**src/rtl/spi_fifo_apb.sv**
```systemverilog
// APB-programmable SPI master with TX/RX FIFOs, programmable CPOL/CPHA,
// SCK prescaler, chip-select decode and sticky interrupt status.
module spi_fifo_apb #(
    parameter int DW      = 8,
    parameter int FIFO_AW = 2,
    parameter int NUM_CS  = 2
) (
    input  logic              PCLK,
    input  logic              PRESETn,
    input  logic [31:0]       PADDR,
    input  logic              PSEL,
    input  logic              PENABLE,
    input  logic              PWRITE,
    input  logic [31:0]       PWDATA,
    output logic [31:0]       PRDATA,
    output logic              PREADY,
    output logic              IRQ,
    input  logic              MSI,
    output logic              MSO,
    output logic              SCK,
    output logic [NUM_CS-1:0] SSn
);
    localparam int DEPTH = 1 << FIFO_AW;
    localparam int LW    = FIFO_AW + 1;
    localparam int EW    = $clog2(2 * DW);

    typedef enum logic [1:0] {IDLE, SHIFT, LAST} state_t;
    state_t state_q, state_d;

    logic [DW-1:0] tx_mem [DEPTH];
    logic [DW-1:0] rx_mem [DEPTH];
    logic [LW-1:0] tx_wp_q, tx_rp_q, rx_wp_q, rx_rp_q;
    logic [1:0]    cfg_q;
    logic          en_q, ss_q;
    logic [2:0]    cs_q;
    logic [7:0]    pre_q;
    logic [3:0]    im_q;
    logic          done_q, ovr_q, ovf_q;
    logic [7:0]    cnt_q, pre_l_q;
    logic [EW-1:0] edge_q;
    logic          sck_q, cpol_l_q, cpha_l_q;
    logic [DW-1:0] txsh_q, rxsh_q;

    logic          wr_en, rd_en;
    logic [5:0]    sel;
    logic [LW-1:0] tx_lvl, rx_lvl;
    logic          tx_empty, tx_full, rx_empty, rx_full;
    logic          start, tx_push_req, tx_push, rx_pop, rx_push, in_last;
    logic          tick, edge_last, leading, ic_wr;
    logic [3:0]    ris;
    logic [31:0]   status;
    logic          unused_bits;

    assign PREADY      = 1'b1;
    assign wr_en       = PSEL & PENABLE & PWRITE;
    assign rd_en       = PSEL & PENABLE & ~PWRITE;
    assign sel         = PADDR[7:2];
    assign unused_bits = ^{PADDR[31:8], PADDR[1:0], PWDATA};

    assign tx_lvl   = tx_wp_q - tx_rp_q;
    assign rx_lvl   = rx_wp_q - rx_rp_q;
    assign tx_empty = (tx_lvl == '0);
    assign tx_full  = (tx_lvl == LW'(DEPTH));
    assign rx_empty = (rx_lvl == '0);
    assign rx_full  = (rx_lvl == LW'(DEPTH));

    // A full FIFO still accepts a push when the same cycle pops it.
    assign start       = (state_q == IDLE) & en_q & ~tx_empty;
    assign tx_push_req = wr_en & (sel == 6'h00);
    assign tx_push     = tx_push_req & (~tx_full | start);
    assign rx_pop      = rd_en & (sel == 6'h00) & ~rx_empty;
    assign in_last     = (state_q == LAST);
    assign rx_push     = in_last & (~rx_full | rx_pop);
    assign ic_wr       = wr_en & (sel == 6'h07);

    assign tick      = (cnt_q == pre_l_q);
    assign edge_last = (edge_q == EW'(2 * DW - 1));
    assign leading   = ~edge_q[0];

    assign ris = {ovf_q, tx_empty, ovr_q, done_q};
    assign IRQ = |(im_q & ris);
    assign SCK = (state_q == IDLE) ? cfg_q[0] : sck_q;
    assign MSO = txsh_q[DW-1];

    always_comb begin
        for (int i = 0; i < NUM_CS; i++) begin
            SSn[i] = ~(ss_q && (cs_q == 3'(i)));
        end
    end

    always_comb begin
        status             = '0;
        status[0]          = tx_empty;
        status[1]          = tx_full;
        status[2]          = rx_empty;
        status[3]          = rx_full;
        status[4]          = (state_q != IDLE);
        status[8 +: LW]    = tx_lvl;
        status[16 +: LW]   = rx_lvl;
    end

    always_comb begin
        PRDATA = 32'hDEAD_BEEF;
        case (sel)
            6'h00: PRDATA = rx_empty ? 32'd0 : 32'(rx_mem[rx_rp_q[FIFO_AW-1:0]]);
            6'h01: PRDATA = {30'd0, cfg_q};
            6'h02: PRDATA = status;
            6'h03: PRDATA = {21'd0, cs_q, 6'd0, ss_q, en_q};
            6'h04: PRDATA = {24'd0, pre_q};
            6'h05: PRDATA = {28'd0, im_q};
            6'h06: PRDATA = {28'd0, ris};
            6'h07: PRDATA = 32'd0;
            default: ;
        endcase
    end

    always_comb begin
        state_d = state_q;
        case (state_q)
            IDLE:    if (start) state_d = SHIFT;
            SHIFT:   if (tick && edge_last) state_d = LAST;
            LAST:    state_d = IDLE;
            default: state_d = IDLE;
        endcase
    end

    always_ff @(posedge PCLK) begin
        if (tx_push) tx_mem[tx_wp_q[FIFO_AW-1:0]] <= PWDATA[DW-1:0];
        if (rx_push) rx_mem[rx_wp_q[FIFO_AW-1:0]] <= rxsh_q;
    end

    always_ff @(posedge PCLK or negedge PRESETn) begin
        if (!PRESETn) begin
            tx_wp_q <= '0;
            tx_rp_q <= '0;
            rx_wp_q <= '0;
            rx_rp_q <= '0;
            cfg_q   <= '0;
            en_q    <= 1'b0;
            ss_q    <= 1'b0;
            cs_q    <= '0;
            pre_q   <= '0;
            im_q    <= '0;
            done_q  <= 1'b0;
            ovr_q   <= 1'b0;
            ovf_q   <= 1'b0;
        end else begin
            if (tx_push) tx_wp_q <= tx_wp_q + LW'(1);
            if (start)   tx_rp_q <= tx_rp_q + LW'(1);
            if (rx_push) rx_wp_q <= rx_wp_q + LW'(1);
            if (rx_pop)  rx_rp_q <= rx_rp_q + LW'(1);
            if (wr_en) begin
                case (sel)
                    6'h01: cfg_q <= PWDATA[1:0];
                    6'h03: begin
                        en_q <= PWDATA[0];
                        ss_q <= PWDATA[1];
                        cs_q <= PWDATA[10:8];
                    end
                    6'h04: pre_q <= PWDATA[7:0];
                    6'h05: im_q  <= PWDATA[3:0];
                    default: ;
                endcase
            end
            // Sticky flags: a set in the same cycle wins over an IC clear.
            done_q <= in_last | (done_q & ~(ic_wr & PWDATA[0]));
            ovr_q  <= (in_last & rx_full & ~rx_pop) | (ovr_q & ~(ic_wr & PWDATA[1]));
            ovf_q  <= (tx_push_req & tx_full & ~start) | (ovf_q & ~(ic_wr & PWDATA[3]));
        end
    end

    always_ff @(posedge PCLK or negedge PRESETn) begin
        if (!PRESETn) begin
            state_q  <= IDLE;
            cnt_q    <= '0;
            edge_q   <= '0;
            sck_q    <= 1'b0;
            cpol_l_q <= 1'b0;
            cpha_l_q <= 1'b0;
            pre_l_q  <= '0;
            txsh_q   <= '0;
            rxsh_q   <= '0;
        end else begin
            state_q <= state_d;
            case (state_q)
                IDLE: if (start) begin
                    txsh_q   <= tx_mem[tx_rp_q[FIFO_AW-1:0]];
                    rxsh_q   <= '0;
                    cnt_q    <= '0;
                    edge_q   <= '0;
                    sck_q    <= cfg_q[0];
                    cpol_l_q <= cfg_q[0];
                    cpha_l_q <= cfg_q[1];
                    pre_l_q  <= pre_q;
                end
                SHIFT: if (tick) begin
                    cnt_q  <= '0;
                    sck_q  <= ~sck_q;
                    edge_q <= edge_q + EW'(1);
                    if (cpha_l_q ? ~leading : leading)
                        rxsh_q <= {rxsh_q[DW-2:0], MSI};
                    // CPHA=1 already presents the MSB, so its first leading edge does not shift.
                    if (cpha_l_q ? (leading && edge_q != '0) : ~leading)
                        txsh_q <= txsh_q << 1;
                end else begin
                    cnt_q <= cnt_q + 8'd1;
                end
                default: ;
            endcase
        end
    end
endmodule
```
**config.mk**
```make
export PLATFORM = sky130hd
export DESIGN_NAME = spi_fifo_apb
export DESIGN_NICKNAME = d
export VERILOG_FILES = /design/src/rtl/spi_fifo_apb.sv
export SDC_FILE = /design/constraint.sdc
export NUM_CORES = 1
export LEC_CHECK = 0
export CAP_MARGIN = 20
export CORE_ASPECT_RATIO = 0.9
export CORE_MARGIN = 1
export CORE_UTILIZATION = 53
export CTS_CLUSTER_SIZE = 12
export DETAILED_ROUTE_END_ITERATION = 12
export PLACE_DENSITY = 0.88
export SLEW_MARGIN = 20
export SYNTH_ARGS = -nofsm -noshare
export SYNTH_HDL_FRONTEND = slang
export SYNTH_SLANG_ARGS = --single-unit
```
**constraint.sdc**
```tcl
create_clock -name PCLK -period 3.7 [get_ports PCLK]
set_clock_uncertainty 0.15 [all_clocks]
set_input_delay 0.74 -clock PCLK [delete_from_list [all_inputs] [get_ports PCLK]]
set_output_delay 0.74 -clock PCLK [all_outputs]
set_load 0.005 [all_outputs]
```
==> impl_metrics.prom <==
# TYPE chip_impl_metric gauge
chip_impl_info{name="run_status",value="finished, final reports clean"} 1
chip_impl_metric{name="placeableCoreArea",unit="sq um"} 11700
chip_impl_metric{name="place_inst",unit=""} 711
chip_impl_metric{name="port-buffer-count",unit=""} 54
chip_impl_metric{name="cell_area_power_density",unit="nW/um^2"} 566
chip_impl_info{name="hold_path.class",value="in2async"} 1
chip_impl_info{name="end_kind",value="output pin"} 1
chip_impl_metric{name="antenna_found_initial",unit=""} 0
chip_impl_info{name="synth_commonest_cells",value="nand2_1 (79), dfrtp_1 (74), edfxtp_1 (64), buf_4 (19), mux2_2 (19)"} 1
chip_impl_metric{name="finalHoldWorstSlack",unit="ns"} 0.206
chip_impl_metric{name="timing.critical_path.arrival",unit="ns"} 2.78
chip_impl_metric{name="final_core_util",unit=""} 0.688
chip_impl_metric{name="worst_slew_margin_rel",unit=""} 0.407
chip_impl_metric{name="die_area",unit="sq um"} 12600
chip_impl_metric{name="min_period_over_period",unit=""} 0.991
chip_impl_info{name="path_cells",value="clkdlybuf4s50_1 > buf_4 > nor3b_2 > buf_4 > and2_1 > buf_4 > a21oi_1 > o21ai_0 > clkdlybuf4s50_1"} 1
chip_impl_metric{name="postSynth.asyncResetShare",unit=""} 0.536
chip_impl_metric{name="fin_area",unit="sq um"} 8030
chip_impl_info{name="critPathSlowestCell",value="clkdlybuf4s50_1"} 1
chip_impl_info{name="synth_area_leaders",value="edfxtp_1 (30%), dfrtp_1 (29%), mux4_2 (5.6%)"} 1
chip_impl_metric{name="cts_buffers",unit=""} 17
chip_impl_metric{name="number_of_global_route_vias_before_repair",unit=""} 4496
chip_impl_metric{name="globalRoute.totalOverflow",unit=""} 0
chip_impl_info{name="synth_most_common_cell",value="nand2_1"} 1
chip_impl_metric{name="clock_power_share",unit=""} 0.367
chip_impl_metric{name="seq_power_share",unit=""} 0.416
chip_impl_info{name="cts_root_buf",value="clkbuf_16"} 1
chip_impl_metric{name="floorplan.initialDensity",unit=""} 0.554
chip_impl_metric{name="initialDrtViolationCount",unit=""} 366
chip_impl_info{name="synthDominantAreaCellType",value="edfxtp_1"} 1
chip_impl_metric{name="synth_cell_types",unit=""} 64
chip_impl_metric{name="slowest_delay",unit="ns"} 0.55
chip_impl_metric{name="die-height",unit="microns"} 107
chip_impl_metric{name="gr-usage-all-layers",unit=""} 0.252
chip_impl_metric{name="leakagePower",unit="nW"} 3.34
chip_impl_metric{name="switching_share",unit=""} 0.296
chip_impl_metric{name="synth_edf_count",unit=""} 64
chip_impl_metric{name="grt_pass1_wl",unit="microns"} 23700
chip_impl_metric{name="synth_seq_cells",unit=""} 138
chip_impl_metric{name="synth.cell_area",unit="sq um"} 6460
chip_impl_metric{name="clock_sinks",unit=""} 138
chip_impl_metric{name="final.fill_count",unit=""} 753
chip_impl_metric{name="share_comb_of_total_power",unit=""} 0.217
chip_impl_metric{name="i_o_pins",unit=""} 108
chip_impl_metric{name="cellInternalPower",unit="mW"} 3.20
chip_impl_metric{name="proportion_of_netlist_area_held_by_the_largest_area_contributor",unit=""} 0.298
chip_impl_metric{name="htreeDepth",unit=""} 4
chip_impl_metric{name="area.growth.synth_to_final",unit="%"} 24.3
chip_impl_info{name="crit-reg2reg-launch",value="tx_wp_q[0]"} 1
chip_impl_metric{name="finalMaxSlewViolations",unit=""} 0
chip_impl_metric{name="vias_per_cell",unit=""} 5.92
chip_impl_metric{name="nNetsFinal",unit=""} 675
chip_impl_metric{name="max_freq",unit="MHz"} 273
chip_impl_metric{name="vdd.ir_drop.worst",unit="mV"} 0.491
chip_impl_metric{name="detail_route.wl_per_cell",unit="microns"} 20.1
chip_impl_metric{name="finalWorstPathRequiredPeriod",unit="ns"} 3.67
chip_impl_metric{name="worst_slack_at_placement",unit="ns"} -0.0846
chip_impl_info{name="critical_path_class",value="in2out"} 1
chip_impl_info{name="cp-start-kind",value="input port"} 1
chip_impl_metric{name="antenna-diode-count",unit=""} 0
chip_impl_metric{name="yosysWarnings",unit=""} 0
chip_impl_info{name="crit_path_start",value="PADDR[7]"} 1
chip_impl_metric{name="clk-insertion-delay-late",unit="ns"} 0.43
chip_impl_metric{name="cts.reportedPaths.clkPinSlew",unit="ns"} 0.06
chip_impl_metric{name="stdcell_count",unit=""} 757
chip_impl_metric{name="required_worst_endpoint",unit="ns"} 2.81
chip_impl_metric{name="floorplan.rows",unit=""} 37
chip_impl_info{name="path_common_cell",value="buf_4"} 1
chip_impl_metric{name="final_layout_size_suffix_gt1_frac",unit=""} 0.250
chip_impl_metric{name="clk_path_buf_depth",unit=""} 2
chip_impl_metric{name="max-cap-violations",unit=""} 0
chip_impl_metric{name="power.net_switching",unit="mW"} 1.35
chip_impl_metric{name="dp.final_hpwl",unit="microns"} 10100
chip_impl_info{name="tritoncts_clock_tree",value="yes"} 1
chip_impl_metric{name="dr.pass1.iters",unit=""} 5
chip_impl_metric{name="tightestPinTransition",unit="ns"} 0.886
chip_impl_metric{name="timing.final.hold_violations",unit=""} 0
chip_impl_metric{name="setup_slack",unit="ns"} 0.0324
chip_impl_metric{name="largest_net_degree_at_the_start_of_global_routing",unit=""} 46
chip_impl_metric{name="fp.dieW",unit="microns"} 118
chip_impl_metric{name="peak_fanout_along_the_critical_path",unit=""} 5
chip_impl_metric{name="place_area",unit="sq um"} 7250
chip_impl_metric{name="synthCells",unit=""} 497
chip_impl_metric{name="postRouteAntennaNets",unit=""} 0
chip_impl_metric{name="final-setup-viol-count",unit=""} 0
chip_impl_metric{name="routed-via-count",unit=""} 4480
chip_impl_metric{name="routed_wire_length",unit="microns"} 15200
chip_impl_metric{name="yosysSeqAreaShare",unit=""} 0.584
chip_impl_metric{name="gp_congestion",unit=""} 0.941
chip_impl_metric{name="drc_errors",unit=""} 0
chip_impl_metric{name="cts.hold.buffers_added",unit=""} 0
chip_impl_metric{name="syn-mean-instance-area",unit="sq um"} 13.0
chip_impl_info{name="ys.flop_type",value="dfrtp_1"} 1
-- worst paths after layout --
path	slack (ns)	to	cells past startpoint
worst max-delay path	0.03	PRDATA[9]	9
worst min-delay path	0.21	txsh_q[1]	1
worst max register to register	0.42	tx_mem[3][0]	8
worst min register to register	0.34	txsh_q[7]	1
max in group asynchronous	2.49	ovf_q	2
min in group PCLK	0.34	txsh_q[7]	1
-- layout make-up --
class	count	area, sq um	area share
clock inverter	14	148	0.0184
timing repair buffer	100	888	0.111
tap	156	195	0.0243
inverter	10	37.5	0.00468
clock buffer	18	429	0.0535
sequential	138	3770	0.470
multi-input combinational	321	2560	0.318
-- logic make-up after synthesis --
group                      after synthesis  synth area share
and+or+nand+nor                        163             0.123
AOI/OAI and AO/OA                       64            0.0740
muxes                                   48             0.111
xor gates and xnor gates                23            0.0337
buffers and inverters                   42            0.0376
DFF                                    138             0.584
other                                    2           0.00116
adders and majority gates               17            0.0353
-- through the flow --
| stage | setup TNS [ns] | power [mW] |
|---|---|---|
| 2_1_floorplan | 0 | 2.53 |
| 3_3_place_gp | -0.0862 | 2.76 |
| 3_5_place_dp | -0.218 | 2.82 |
| 4_1_cts | -0.0892 | 4.49 |
| 5_1_grt | -0.110 | 4.71 |
| 6_report | 0 | 4.54 |
-- cell usage in the layout (no fill, tap or decap), types with 13 or more instances in the layout --
cell type        instances
nor2_1                  14
clkdlybuf4s50_1         42
dfrtp_1                 74
edfxtp_1                64
nand2_1                 78
mux2_2                  19
clkbuf_16               17
buf_4                   45
mux4_2                  16
ha_1                    14
nand3_1                 14
o21ai_0                 13
-- per-layer routing --
| metal | GRT usage | part of all wire | wire length (microns) | vias up |
|---|---|---|---|---|
| met3 | 0.0537 | 0.067 | 1010 | 31 |
| met4 | 0.0833 | 0.020 | 298 | 0 |
| met1 | 0.309 | 0.39 | 5910 | 2258 |
| li1 | - | - | - | 1973 |
| met2 | 0.446 | 0.52 | 7960 | 218 |
| met5 | 0 | 0 | 0 | - |
-- worst max-delay path, delay by kind of cell --
| kind | cells | cell delay (ns) |
|---|---|---|
| buffers and inverters | 5 | 1.48 |
| and+or+nand+nor | 2 | 0.36 |
| AOI/OAI and AO/OA | 2 | 0.18 |
-- state kept, by name, summed over array words and instances, names as in the netlist, 4 cells and up --
register / count
rxsh_q: 8
rx_mem: 32
tx_mem: 32
cnt_q: 8
txsh_q: 8
pre_l_q: 8
edge_q: 4
im_q: 4
pre_q: 8
-- power groups by stage --
| stage | registers, mW | clock network [mW] | logic, mW |
|---|---|---|---|
| final | 1.89 | 1.67 | 0.984 |
| after global routing | 1.90 | 1.74 | 1.07 |
| after CTS | 1.88 | 1.67 | 0.932 |
| after detailed placement | 1.91 | 0 | 0.915 |
| after floorplan | 1.87 | 0 | 0.659 |
| after global placement | 1.89 | 0 | 0.868 |
-- what timing repair did --
action / 4_1_cts / 5_1_grt
gates resized for setup: 19 / 26
gates cloned: 0 / 0
setup endpoints to repair: 10 / 14
pin swaps: 4 / 6
buffers inserted: 5 / 9
Note: power is estimated with default switching activity, not from simulation.
